===== src/rtl/onehot_mux_pkg.sv =====
// ============================================================================
// onehot_mux_pkg : shared system data typedef and select-width limits
// Rev 1.0
// ============================================================================
`default_nettype none

package onehot_mux_pkg;

    typedef logic [31:0] DATA;

    localparam int unsigned DATA_W    = $bits(DATA);
    localparam int unsigned WIDTH_MIN = 1;
    localparam int unsigned WIDTH_MAX = 64;

endpackage : onehot_mux_pkg

`default_nettype wire


===== src/rtl/onehot_check.sv =====
// ============================================================================
// onehot_check : classifies a select vector as zero, one-hot or multi-hot
// Rev 1.0
// ============================================================================
`default_nettype none

module onehot_check
    import onehot_mux_pkg::*;
#(
    parameter int WIDTH = 4
) (
    input  logic [WIDTH-1:0] vec,
    output logic             zero,
    output logic             one_hot,
    output logic             multi_hot
);

    logic [WIDTH-1:0] low_cleared;

    // Clearing the lowest set bit leaves zero only when at most one bit was set.
    always_comb begin
        low_cleared = vec & (vec - WIDTH'(1));
        zero        = ~|vec;
        one_hot     = ~zero & ~|low_cleared;
        multi_hot   = |low_cleared;
    end

endmodule : onehot_check

`default_nettype wire


===== src/rtl/onehot_mux.sv =====
// ============================================================================
// onehot_mux : AND-OR one-hot multiplexer with optional sticky select checker
// Optional checker enabled by macro ONEHOT_MUX_CHECK_EN.  Rev 1.0
// ============================================================================
`default_nettype none

module onehot_mux
    import onehot_mux_pkg::*;
#(
    parameter int SIZE  = DATA_W,
    parameter int WIDTH = 4
) (
    input  logic                       clock,
    input  logic                       reset,
    input  logic [WIDTH-1:0][SIZE-1:0] in,
    input  logic [WIDTH-1:0]           select,
    output logic [SIZE-1:0]            out,
    output logic                       any_sel,
    output logic                       sel_err
);

    logic [WIDTH-1:0][SIZE-1:0] terms;

    for (genvar i = 0; i < WIDTH; i++) begin : g_term
        assign terms[i] = in[i] & {SIZE{select[i]}};
    end

    // Flat OR of masked candidates: multi-hot selects merge, nothing has priority.
    always_comb begin
        out = '0;
        for (int i = 0; i < WIDTH; i++) begin
            out = out | terms[i];
        end
    end

    assign any_sel = |select;

`ifdef ONEHOT_MUX_CHECK_EN
    logic sel_zero;
    logic sel_one_hot;
    logic sel_multi_hot;
    logic sel_err_q;
    logic unused_class;

    onehot_check #(
        .WIDTH     (WIDTH)
    ) u_onehot_check (
        .vec       (select),
        .zero      (sel_zero),
        .one_hot   (sel_one_hot),
        .multi_hot (sel_multi_hot)
    );

    assign unused_class = sel_zero ^ sel_one_hot;

    always_ff @(posedge clock) begin
        if (reset) begin
            sel_err_q <= 1'b0;
        end else if (sel_multi_hot) begin
            sel_err_q <= 1'b1;
`ifndef SYNTHESIS
            if (!sel_err_q) begin
                $error("onehot_mux: non-one-hot select 0x%0h", select);
            end
`endif
        end
    end

    assign sel_err = sel_err_q;
`else
    logic unused_clk_rst;

    // Checker compiled out: clock and reset have no loads in this build.
    assign unused_clk_rst = clock ^ reset;
    assign sel_err        = 1'b0;
`endif

endmodule : onehot_mux

`default_nettype wire


===== config.mk =====
export PLATFORM = sky130hd
export DESIGN_NAME = onehot_mux
export DESIGN_NICKNAME = d
export VERILOG_FILES = /design/src/rtl/onehot_mux_pkg.sv /design/src/rtl/onehot_check.sv /design/src/rtl/onehot_mux.sv
export SDC_FILE = /design/constraint.sdc
export NUM_CORES = 1
export LEC_CHECK = 0
export ABC_AREA = 1
export BUFFER_PORTS_ARGS = -buffer_cell sky130_fd_sc_hd__buf_2
export CAP_MARGIN = 20
export CORE_MARGIN = 4
export CORE_UTILIZATION = 33
export DETAILED_ROUTE_END_ITERATION = 10
export PLACE_DENSITY = 0.91
export RECOVER_POWER = 25
export SLEW_MARGIN = 20
export SYNTH_ARGS = -nofsm -noshare
export SYNTH_HDL_FRONTEND = slang
export SYNTH_SLANG_ARGS = --single-unit

===== constraint.sdc =====
create_clock -name vclk -period 0.8
set_input_delay 0.04 -clock vclk [all_inputs]
set_output_delay 0.04 -clock vclk [all_outputs]
set_load 0.005 [all_outputs]

==> results.py <==
metrics = {
    "drt": {
        "wl_met2_um": 2490,
        "ant_nets": 0,
        "post_drt_wl_per_cell_um": 9.28,
        "drt-pass1-iter-count": 5,
        "drtIter0Drc": 39,
        "wl_met1_um": 1770,
        "vias": 2098,
        "finalWirelength_um": 4730,
        "via_per_inst": 4.11,
        "dr.max_layer_used": "met4",
        "drc": 0,
        "wl_met3_um": 457,
    },
    "global_route": {
        "antenna_found_initial": 0,
        "grt_overflow": 0,
        "grt_pass1_wl_um": 7700,
        "grt_max_degree": 34,
        "grt_usage_pct": 17.8,
        "grt_pass1_vias": 1882,
    },
    "sta": {
        "min_period_ns": 0.702,
        "rsz0062_at_grt": "false",
        "slew_viol_final": 0,
        "hold_violations": 0,
        "fmax_mhz": 1420,
        "period_share_pct": 87.8,
        "setup-violations-final": 0,
    },
    "place": {
        "place.port_buffers": 165,
        "place_area_um2": 2080,
        "place_inst": 510,
        "gp_congestion": 0.852,
        "hpwl_um": 4070,
    },
    "layout": {
        "final_area_um2": 2080,
        "n_fill_cell": 385,
        "multiInputGateArea_um2": 856,
        "diodes": 0,
        "layout.sequential_cells": 0,
        "drive_above_1_share_pct": 36.1,
        "final_util_pct": 56.1,
        "regArea_um2": 0,
        "nets": 598,
        "nClkBuffers": 0,
        "fin_cells": 510,
        "synthToLayoutAreaGrowth_pct": 63.0,
    },
    "synthesis": {
        "seq_area_frac_synth_pct": 0,
        "yosysTopAreaCell": "nand2_1",
        "syn-num-nets": 443,
        "synth.cells.most_frequent": "nand2_1 (225), inv_1 (64), buf_6 (11), buf_4 (4), nor2_1 (2)",
        "yosysMostFrequentCell": "nand2_1",
        "synth_area_um2": 1280,
        "postSynthCellCount": 309,
        "synth_top_area_share_pct": 66.0,
        "syn_avg_cell_area_um2": 4.14,
        "ys.warnings.count": 0,
        "yosys.cell_types.count": 8,
        "synth_area_leaders": "nand2_1 (66%), inv_1 (19%), buf_6 (9.7%), buf_4 (2.3%), buf_8 (1.2%)",
    },
    "pwr": {
        "peakVddDrop_mv": 0.254,
        "p_int_mw": 0.539,
        "power_frac_clock_pct": 0,
        "pwr-share-comb_pct": 100.0,
        "p_leak_nw": 1.63,
        "power_density_nw_per_um2": 493,
        "seq_power_share_pct": 0,
        "p_sw_mw": 0.488,
        "switching_share_pct": 47.6,
    },
    "worst_setup_path": {
        "cp_data_required_time_ns": 0.76,
        "path_class": "input pin to primary output",
        "crit_arrival_ns": 0.66,
        "worstPathMaxFanout": 33,
        "cp-end-kind": "primary output",
        "cp-start-kind": "input pin",
    },
    "run_status": {
        "status": "finished, final reports clean",
    },
    "die": {
        "die_h_um": 70.3,
        "io_pins": 168,
        "die_w_um": 70.3,
        "start_util_pct": 34.4,
        "core_um2": 3720,
        "die_area_um2": 4940,
        "rows": 22,
    },
    "clocking": {
        "cts_resized": 1,
        "postCtsHoldBufs": 0,
        "post_cts_buffers": 0,
    },
    "worst_hold_path": {
        "hold_path_class": "input pin to primary output",
    },
    "run": {
        "cap_violations": 0,
    },
}
==> layout by cell type (no fill, tap or decap), drive strengths merged <==
cell,n
nor2,2
inv,64
nand2,225
buf,166
clkbuf,4
conb,1
==> metrics by stage <==
stage / TNS (ns) / power [mW] / setup WS (ns) / hold WS (ns)
5_1_grt: 0 / 1.19 / 0.00449 / 0.439
4_1_cts: 0 / 1.04 / 0.0566 / 0.410
3_5_place_dp: -3.53 / 1.03 / -0.135 / 0.408
6_report: 0 / 1.03 / 0.0978 / 0.407
2_1_floorplan: 0 / 0.547 / 0.274 / 0.235
3_3_place_gp: -3.00 / 1.01 / -0.101 / 0.406
==> final timing paths <==
check | startpoint | to | slack (ns) | depth (start not counted)
hold / removal | in[37] | out[5] | 0.41 | 6
setup / recovery | select[0] | out[10] | 0.1 | 7
==> area by class of cell <==
class / count / share of cell area, %
inverter: 64 / 11.5
tap: 48 / 2.88
timing repair buffer: 170 / 44.5
multi-input combinational: 228 / 41.1
==> critical path, cell delays in order <==
cell and delay (ns):
buf_2 0.10, buf_12 0.18, nand2_1 0.06, nand2_1 0.06, inv_1 0.04, nand2_1 0.05
clkbuf_1 0.11
==> routing by layer <==
| metal | up-vias | global-route usage (%) |
|---|---|---|
| li1 | 1155 | - |
| met1 | 847 | 20.7 |
| met2 | 94 | 34.9 |
| met3 | 2 | 2.73 |
| met4 | 0 | 0.851 |
| met5 | - | 0 |
==> power groups by stage <==
stage          sequential, mW  clock (mW)  combinational [mW]
2_1_floorplan               0           0               0.547
3_3_place_gp                0           0                1.01
3_5_place_dp                0           0                1.03
4_1_cts                     0           0                1.04
5_1_grt                     0           0                1.19
6_report                    0           0                1.03
==> kinds of logic after synthesis <==
kind of cell / synth area share, %
other cells: 0.293
buf+inv: 33.1
simple gates: 66.6
No activity file was read; power rests on OpenSTA's default activity.
